### config.mk
export PLATFORM = sky130hd
export DESIGN_NAME = swc_rtu_rsp_arbiter
export DESIGN_NICKNAME = d
export VERILOG_FILES = /design/src/rtl/swc_rtu_arb_pkg.sv /design/src/rtl/swc_rr_pick.sv /design/src/rtl/swc_rtu_rsp_arbiter.sv
export SDC_FILE = /design/constraint.sdc
export NUM_CORES = 1
export LEC_CHECK = 0
export ABC_AREA = 1
export CORE_MARGIN = 10
export CORE_UTILIZATION = 36
export DETAILED_ROUTE_END_ITERATION = 16
export SYNTH_ARGS = -nofsm -noshare
export SYNTH_HDL_FRONTEND = slang
export SYNTH_SLANG_ARGS = --single-unit
### constraint.sdc
create_clock -name clk_i -period 6.9 [get_ports clk_i]
set_input_delay 1.035 -clock clk_i [delete_from_list [all_inputs] [get_ports clk_i]]
set_output_delay 1.035 -clock clk_i [all_outputs]
set_load 0.01 [all_outputs]
### src/rtl/swc_rtu_arb_pkg.sv
// Shared types and helpers for the swcore RTU response arbiters.
package swc_rtu_arb_pkg;

    typedef enum logic [1:0] {IDLE, ISSUE, ACK} t_arb_state;

    function automatic int f_log2_ceil(input int n);
        int r;
        for (r = 0; (1 << r) < n; r++) begin
        end
        return r;
    endfunction

    localparam int c_max_ports = 16;
    // Index width wide enough for the largest supported switch.
    localparam int c_src_width = f_log2_ceil(c_max_ports);

endpackage

### src/rtl/swc_rr_pick.sv
// Combinational round-robin picker: first set request at or above ptr, wrapping.
module swc_rr_pick
    import swc_rtu_arb_pkg::*;
#(
    parameter int g_num_ports = 7,
    parameter int g_idx_width = f_log2_ceil(g_num_ports)
) (
    input  logic [g_num_ports-1:0] req,
    input  logic [g_idx_width-1:0] ptr,
    output logic [g_idx_width-1:0] grant,
    output logic                   any_req
);

    // Rotating the doubled vector puts the ptr position at bit 0.
    logic [g_num_ports-1:0] win;
    assign win = g_num_ports'({req, req} >> ptr);

    always_comb begin
        grant   = '0;
        any_req = 1'b0;
        for (int i = 0; i < g_num_ports; i++) begin
            if (!any_req && win[i]) begin
                any_req = 1'b1;
                grant   = g_idx_width'((int'(ptr) + i) % g_num_ports);
            end
        end
    end

endmodule

### src/rtl/swc_rtu_rsp_arbiter.sv
// Shares the single page-transfer issue slot among per-port RTU responses,
// dropping discards and self-forwards and counting them.
module swc_rtu_rsp_arbiter
    import swc_rtu_arb_pkg::*;
#(
    parameter int g_num_ports  = 7,
    parameter int g_prio_width = 3,
    parameter int g_cnt_width  = 16
) (
    input  logic                                      clk_i,
    input  logic                                      rst_i,
    input  logic [g_num_ports-1:0]                    rtu_rsp_valid_i,
    output logic [g_num_ports-1:0]                    rtu_rsp_ack_o,
    input  logic [g_num_ports*g_num_ports-1:0]        rtu_dst_port_mask_i,
    input  logic [g_num_ports-1:0]                    rtu_drop_i,
    input  logic [g_num_ports*g_prio_width-1:0]       rtu_prio_i,
    output logic                                      xfer_valid_o,
    input  logic                                      xfer_ready_i,
    output logic [f_log2_ceil(g_num_ports)-1:0]       xfer_src_o,
    output logic [g_num_ports-1:0]                    xfer_dst_mask_o,
    output logic [g_prio_width-1:0]                   xfer_prio_o,
    output logic [g_cnt_width-1:0]                    discard_cnt_o
);

    localparam int SW = f_log2_ceil(g_num_ports);

    typedef logic [g_num_ports-1:0] t_mask;

    typedef struct packed {
        logic [SW-1:0]           src;
        t_mask                   mask;
        logic [g_prio_width-1:0] prio;
    } t_grant;

    logic [g_num_ports-1:0][g_num_ports-1:0]  dst_arr;
    logic [g_num_ports-1:0][g_prio_width-1:0] prio_arr;

    assign dst_arr  = rtu_dst_port_mask_i;
    assign prio_arr = rtu_prio_i;

    t_arb_state    state;
    t_grant        grant_q;
    logic [SW-1:0] ptr;
    logic [SW-1:0] pick;
    logic          any_req;
    t_mask         self_bit;
    t_mask         filt_mask;

    swc_rr_pick #(
        .g_num_ports (g_num_ports),
        .g_idx_width (SW)
    ) u_pick (
        .req     (rtu_rsp_valid_i),
        .ptr     (ptr),
        .grant   (pick),
        .any_req (any_req)
    );

    assign self_bit  = t_mask'(1) << pick;
    assign filt_mask = dst_arr[pick] & ~self_bit;

    always_ff @(posedge clk_i) begin
        if (rst_i) begin
            state         <= IDLE;
            ptr           <= '0;
            grant_q       <= '0;
            xfer_valid_o  <= 1'b0;
            rtu_rsp_ack_o <= '0;
            discard_cnt_o <= '0;
        end else begin
            case (state)
                IDLE: begin
                    rtu_rsp_ack_o <= '0;
                    if (any_req) begin
                        grant_q.src  <= pick;
                        grant_q.mask <= filt_mask;
                        grant_q.prio <= prio_arr[pick];
                        ptr          <= (pick == SW'(g_num_ports - 1)) ? '0 : pick + 1'b1;
                        if (rtu_drop_i[pick] || filt_mask == '0) begin
                            // Discards skip the core and are acked straight away.
                            state         <= ACK;
                            rtu_rsp_ack_o <= self_bit;
                            if (discard_cnt_o != '1)
                                discard_cnt_o <= discard_cnt_o + 1'b1;
                        end else begin
                            state        <= ISSUE;
                            xfer_valid_o <= 1'b1;
                        end
                    end
                end
                ISSUE: begin
                    if (xfer_ready_i) begin
                        state         <= ACK;
                        xfer_valid_o  <= 1'b0;
                        rtu_rsp_ack_o <= t_mask'(1) << grant_q.src;
                    end
                end
                ACK: begin
                    // One idle cycle lets the requester drop valid before re-arbitration.
                    state         <= IDLE;
                    rtu_rsp_ack_o <= '0;
                end
                default: state <= IDLE;
            endcase
        end
    end

    assign xfer_src_o      = grant_q.src;
    assign xfer_dst_mask_o = grant_q.mask;
    assign xfer_prio_o     = grant_q.prio;

endmodule

Word-level counts from Yosys, hierarchy flattened
Index checks and enable logic that the tools add are counted.
- $add $sub $neg: 8
- divide/modulo/power cells: 7
- magnitude comparators: 1
- eq/ne operators: 7
- shift-type cells: 3
- mux-type cells: 33
- bitwise logic cells: 2
- reductions and logical operators: 22
- operators with widths (kind ; number):
    $mod 32x4->32 const B ; 6
    $mod 4x4->32 const B ; 1
    $mux 7 ; 4
    $mux 3 ; 9
    $bmux 7 s3 ; 1
    $pmux 7 s3 ; 1
    $add 16x1->16 const B ; 1
    $ne 16x16->1 const B ; 1
    $shl 1x3->7 const A ; 2
    $shr 14x3->7 ; 1
    $add 3x3->4 const B ; 3
    $mux 1 ; 11
    $bmux 3 s3 ; 1
    $add 3x2->4 const B ; 2
    $reduce_and 4->1 ; 2
    $and 7x7->7 ; 1
    $logic_not 7->1 ; 1
    $not 7->7 ; 1
    $logic_and 1x1->1 ; 6
    $logic_not 1->1 ; 6
    $mux 2 ; 3
    $ne 2x2->1 const B ; 3
    $reduce_and 2->1 ; 3
    $add 3x1->4 const B ; 1
    12 further kinds ; 12
- register bits: 42
- input bits: 87
- output and inout port bits: 37

Depth between registers and ports, before layout
- depth in word-level cells: 28
- depth in mapped cells: 34

Hierarchy
Synthesis repeated with hierarchy kept, for this count alone.
- cells, all modules: 679
- area, all modules: 4371.7 µm²
- modules (own cells, without submodules) (module ; times used ; cells each ; area an instance (µm²) ; seq. area each (µm²)):
    swc_rtu_rsp_arbiter ; 1 ; 401 ; 2728.9 ; 840.8
    swc_rr_pick ; 1 ; 278 ; 1642.8 ; 0.0

Worst setup path after synthesis
OpenSTA, ideal clock, no wires.
- path type: register to register
- start point: register ptr[1]
- end point: register discard_cnt_o[5]
- data arrival time: 3666 ps
- path slack: 3102 ps
- cell stages (with the launch flop): 30
- path buffers: 3
- period minus slack after synthesis: 3798 ps
- cell sequence: dfxtp_1 inv_2 ha_1 buf_2 inv_2 ha_1 ha_1 nor3_1 nand3_1 o21ai_0 o21ai_0 nand2_1 nor2_1 nor2_1 nand2_1 nand2_1 nand2_1 nand2_1 buf_2 ha_1 inv_1 nand3_1 nand2_1 nor2_1 nand2_2 nand2_4 nand2_4 buf_6 nand2_1 a21oi_1
- cells in the longest elaborated chain, start to end: 26
- elaborated cells on any way between the ends: 50
- ends and longest elaborated chain (element ; RTL line ; source):
    from (decl) ; swc_rtu_rsp_arbiter.sv:43 ; logic [SW-1:0] ptr;
    from (signal assigned) ; swc_rtu_rsp_arbiter.sv:78 ; ptr <= (pick == SW'(g_num_ports - 1)) ? '0 : pick + 1'b1;
    branches (longest 25 deep; another with $mod 32x4->32) ; - ;
    $reduce_and 4->1 (no source line) * ; - ;
    to (signal assigned) ; swc_rtu_rsp_arbiter.sv:84 ; discard_cnt_o <= discard_cnt_o + 1'b1;
    to (decl) ; swc_rtu_rsp_arbiter.sv:22 ; output logic [g_cnt_width-1:0] discard_cnt_o
Mark *: on every way between the ends. The select of a mux whose other input is x is not followed.
A chain may end at the register's enable or synchronous reset.

Final worst setup path
- start point: register ptr[0]
- end point: register discard_cnt_o[11]
The elaborated chain is that of the path after synthesis.

==> impl_metrics.toml <==
[floorplan]
boundaryPins = 124
coreArea_sq_um = 11500
die_w_um = 129
initial_core_util_pct = 37.1
die_h_um = 129
num_rows = 39
dieArea_sq_um = 16600

[clock_tree]
ctsResizeCount = 0
cts_max_path_buffers = 2
ctsHoldBuffers = 0
cts_buffers = 5
cts_setup_buffers = 0
clock_latency_ps = 280
path_clk_slew_ps = 60
cts_tree = "yes"
h-tree-depth = 2
root_buffer = "clkbuf_16"
cts_num_sinks = 42

[placement]
io_buffers = 117
dp.cells = 964
dp_hpwl_um = 11300
postPlaceCellArea_sq_um = 5490
gp_congestion = 0.909

[timing]
hold_viol = 0
rsz0062_at_grt = "no"
tns_ps = 0
worstMarginPinSlew_ps = 962
slew_viol_final = 0
fmax_mhz = 189
slew_headroom_pct = 35.7
fin_crit_sh_pct = 76.7
fin_skew_ps = 3.45
period_minus_slack_ps = 5290
setup_viol_count_final = 0

[grt]
overflow = 0
grt_usage_pct = 16.8
grt_pass1_vias = 4719
grt_max_degree = 26
antenna_found_initial = 0
grt_pass1_wl_um = 23300

[min_path]
min_path_type = "reg -> reg"
hp-start = "discard_cnt_o[7]"

[worst_setup_path]
criticalPathCategory = "reg -> reg"
path_delay_family = "simple AND/OR/NAND/NOR gates"
slowest_stage = "nor2_2"
cpMostUsedCell = "nand2_1"
arrival_ps = 5480
cp_slowest_stage_delay_ps = 670
path_max_fanout = 25
end_kind = "flop"
critPathBufInv = 4
r2r_start = "ptr[0]"
crit_start = "ptr[0]"
worst-endpoint-required_ps = 7090
cp-start-kind = "flop"

[routing]
vias = 4999
drt-vias-per-instance = 5.14
postRouteAntennaNets = 0
drt-wirelength-per-cell_um = 15.0
drtPass1Iterations = 4
drt_drc_violations_left = 0
finalWirelength_um = 14600
dr.first_iter.drc_count = 263

[cells_and_area]
diodes = 0
area_growth_pct = 32.2
stdcell_area_sq_um = 5650
fill_cells = 1189
final_common_cell = "nand2_1"
drive_above_1_share_pct = 4.83
layout_common_cells = "nand2_1, clkdlybuf4s50_1, nand3_1"
nets = 941
stdcell_count = 972

[pwr]
power_leakage_nw = 2.62
peakVddDrop_mv = 0.288
p_per_area_nw_per_um2 = 497
power.total_w = 0.00281

[yosys]
syn-instance-count = 725
synth_area_sq_um = 4270
synth-seq-area-share_pct = 19.7
synth-async-reset-ratio_pct = 0
synth_seq_cells = 42
synth-edff-count = 0
syn_nets = 838
synth_ff_type = "dfxtp_1"
yosysUniqueCellTypes = 41
avgSynthCellArea_sq_um = 5.90
yosys_warnings = 0

[run]
drv_cap = 0

[status]
status = "finished, final reports clean"
-- report_power, final --
| group | internal (W) | leakage, nW | switching [W] | total [W] |
|---|---|---|---|---|
| registers | 0.000307 | 0.344 | 0.0000428 | 0.000350 |
| clock network | 0.000171 | 0.0781 | 0.0000923 | 0.000263 |
| logic | 0.000698 | 2.20 | 0.00150 | 0.00219 |
-- worst reg2reg max path, delay by kind of cell, from the launching register on --
kind / cells / cell delay, ps
simple gates: 16 / 2820
fa+ha+maj: 3 / 1040
compound gates: 2 / 310
flops: 1 / 300
buf+inv: 4 / 730
-- sequential cells by signal (all words and copies together), names as in the netlist --
name / flops
xfer_src_o: 3
state: 2
rtu_rsp_ack_o: 7
xfer_dst_mask_o: 7
xfer_prio_o: 3
xfer_valid_o: 1
ptr: 3
discard_cnt_o: 16
-- cells in the mapped netlist (all sizes together) (3+ instances only) --
cell type,number,area [sq um]
a21oi,40,200
a22oi,4,30.0
a31oi,4,25.0
buf,18,144
clkbuf,6,22.5
dfxtp,42,841
ha,26,325
inv,83,312
nand2,256,998
nand3,104,526
nand3b,4,30.0
nand4,12,96.3
nor2,46,200
nor3,12,65.1
o211ai,5,37.5
o21ai,31,159
or2,3,18.8
xnor2,3,26.3
xor2,17,149
-- area by class of cell --
type / count / area (sq um) / area share (%)
clock buffers: 7 / 133 / 2.35
repair buffers: 120 / 1190 / 21.1
well taps: 143 / 179 / 3.17
multi-input cells: 576 / 2960 / 52.4
flip-flops and latches: 42 / 841 / 14.9
inverters: 83 / 312 / 5.51
clock inverters: 1 / 30.0 / 0.531
-- per-stage QoR --
step           utilization [%]  worst slack [ps]  hold WS (ps)
2_1_floorplan                -              3100           478
3_3_place_gp              47.7              1710           478
3_5_place_dp              47.7              1660           489
4_1_cts                   49.1              1620           500
5_1_grt                   49.1              1070           517
6_report                  49.1              1610           496
-- final timing paths --
kind	end	slack, ps	cells after the start
worst min register to register	discard_cnt_o[7]	500	2
worst max-delay path	discard_cnt_o[11]	1610	25
worst min-delay path	discard_cnt_o[7]	500	2
worst max register to register	discard_cnt_o[11]	1610	25
-- routing by layer --
metal	track usage, %	share of wire, %	vias up
met1	21.8	47	2265
met5	0	0	-
met2	27.3	45	152
met3	4.27	6.3	19
li1	-	-	2563
met4	3.95	1.5	0
-- cells by family (layout without fill, tap and decap cells) --
logic type,after synthesis,after routing,synth area share (%)
AOI/OAI and AO/OA,91,91,11.9
xor gates and xnor gates,20,20,4.10
and+or+nand+nor,439,439,45.6
adders and majority gates,26,26,7.61
DFF,42,42,19.7
buffers and inverters,107,211,11.2
Note: power is estimated with default switching activity, not from simulation.
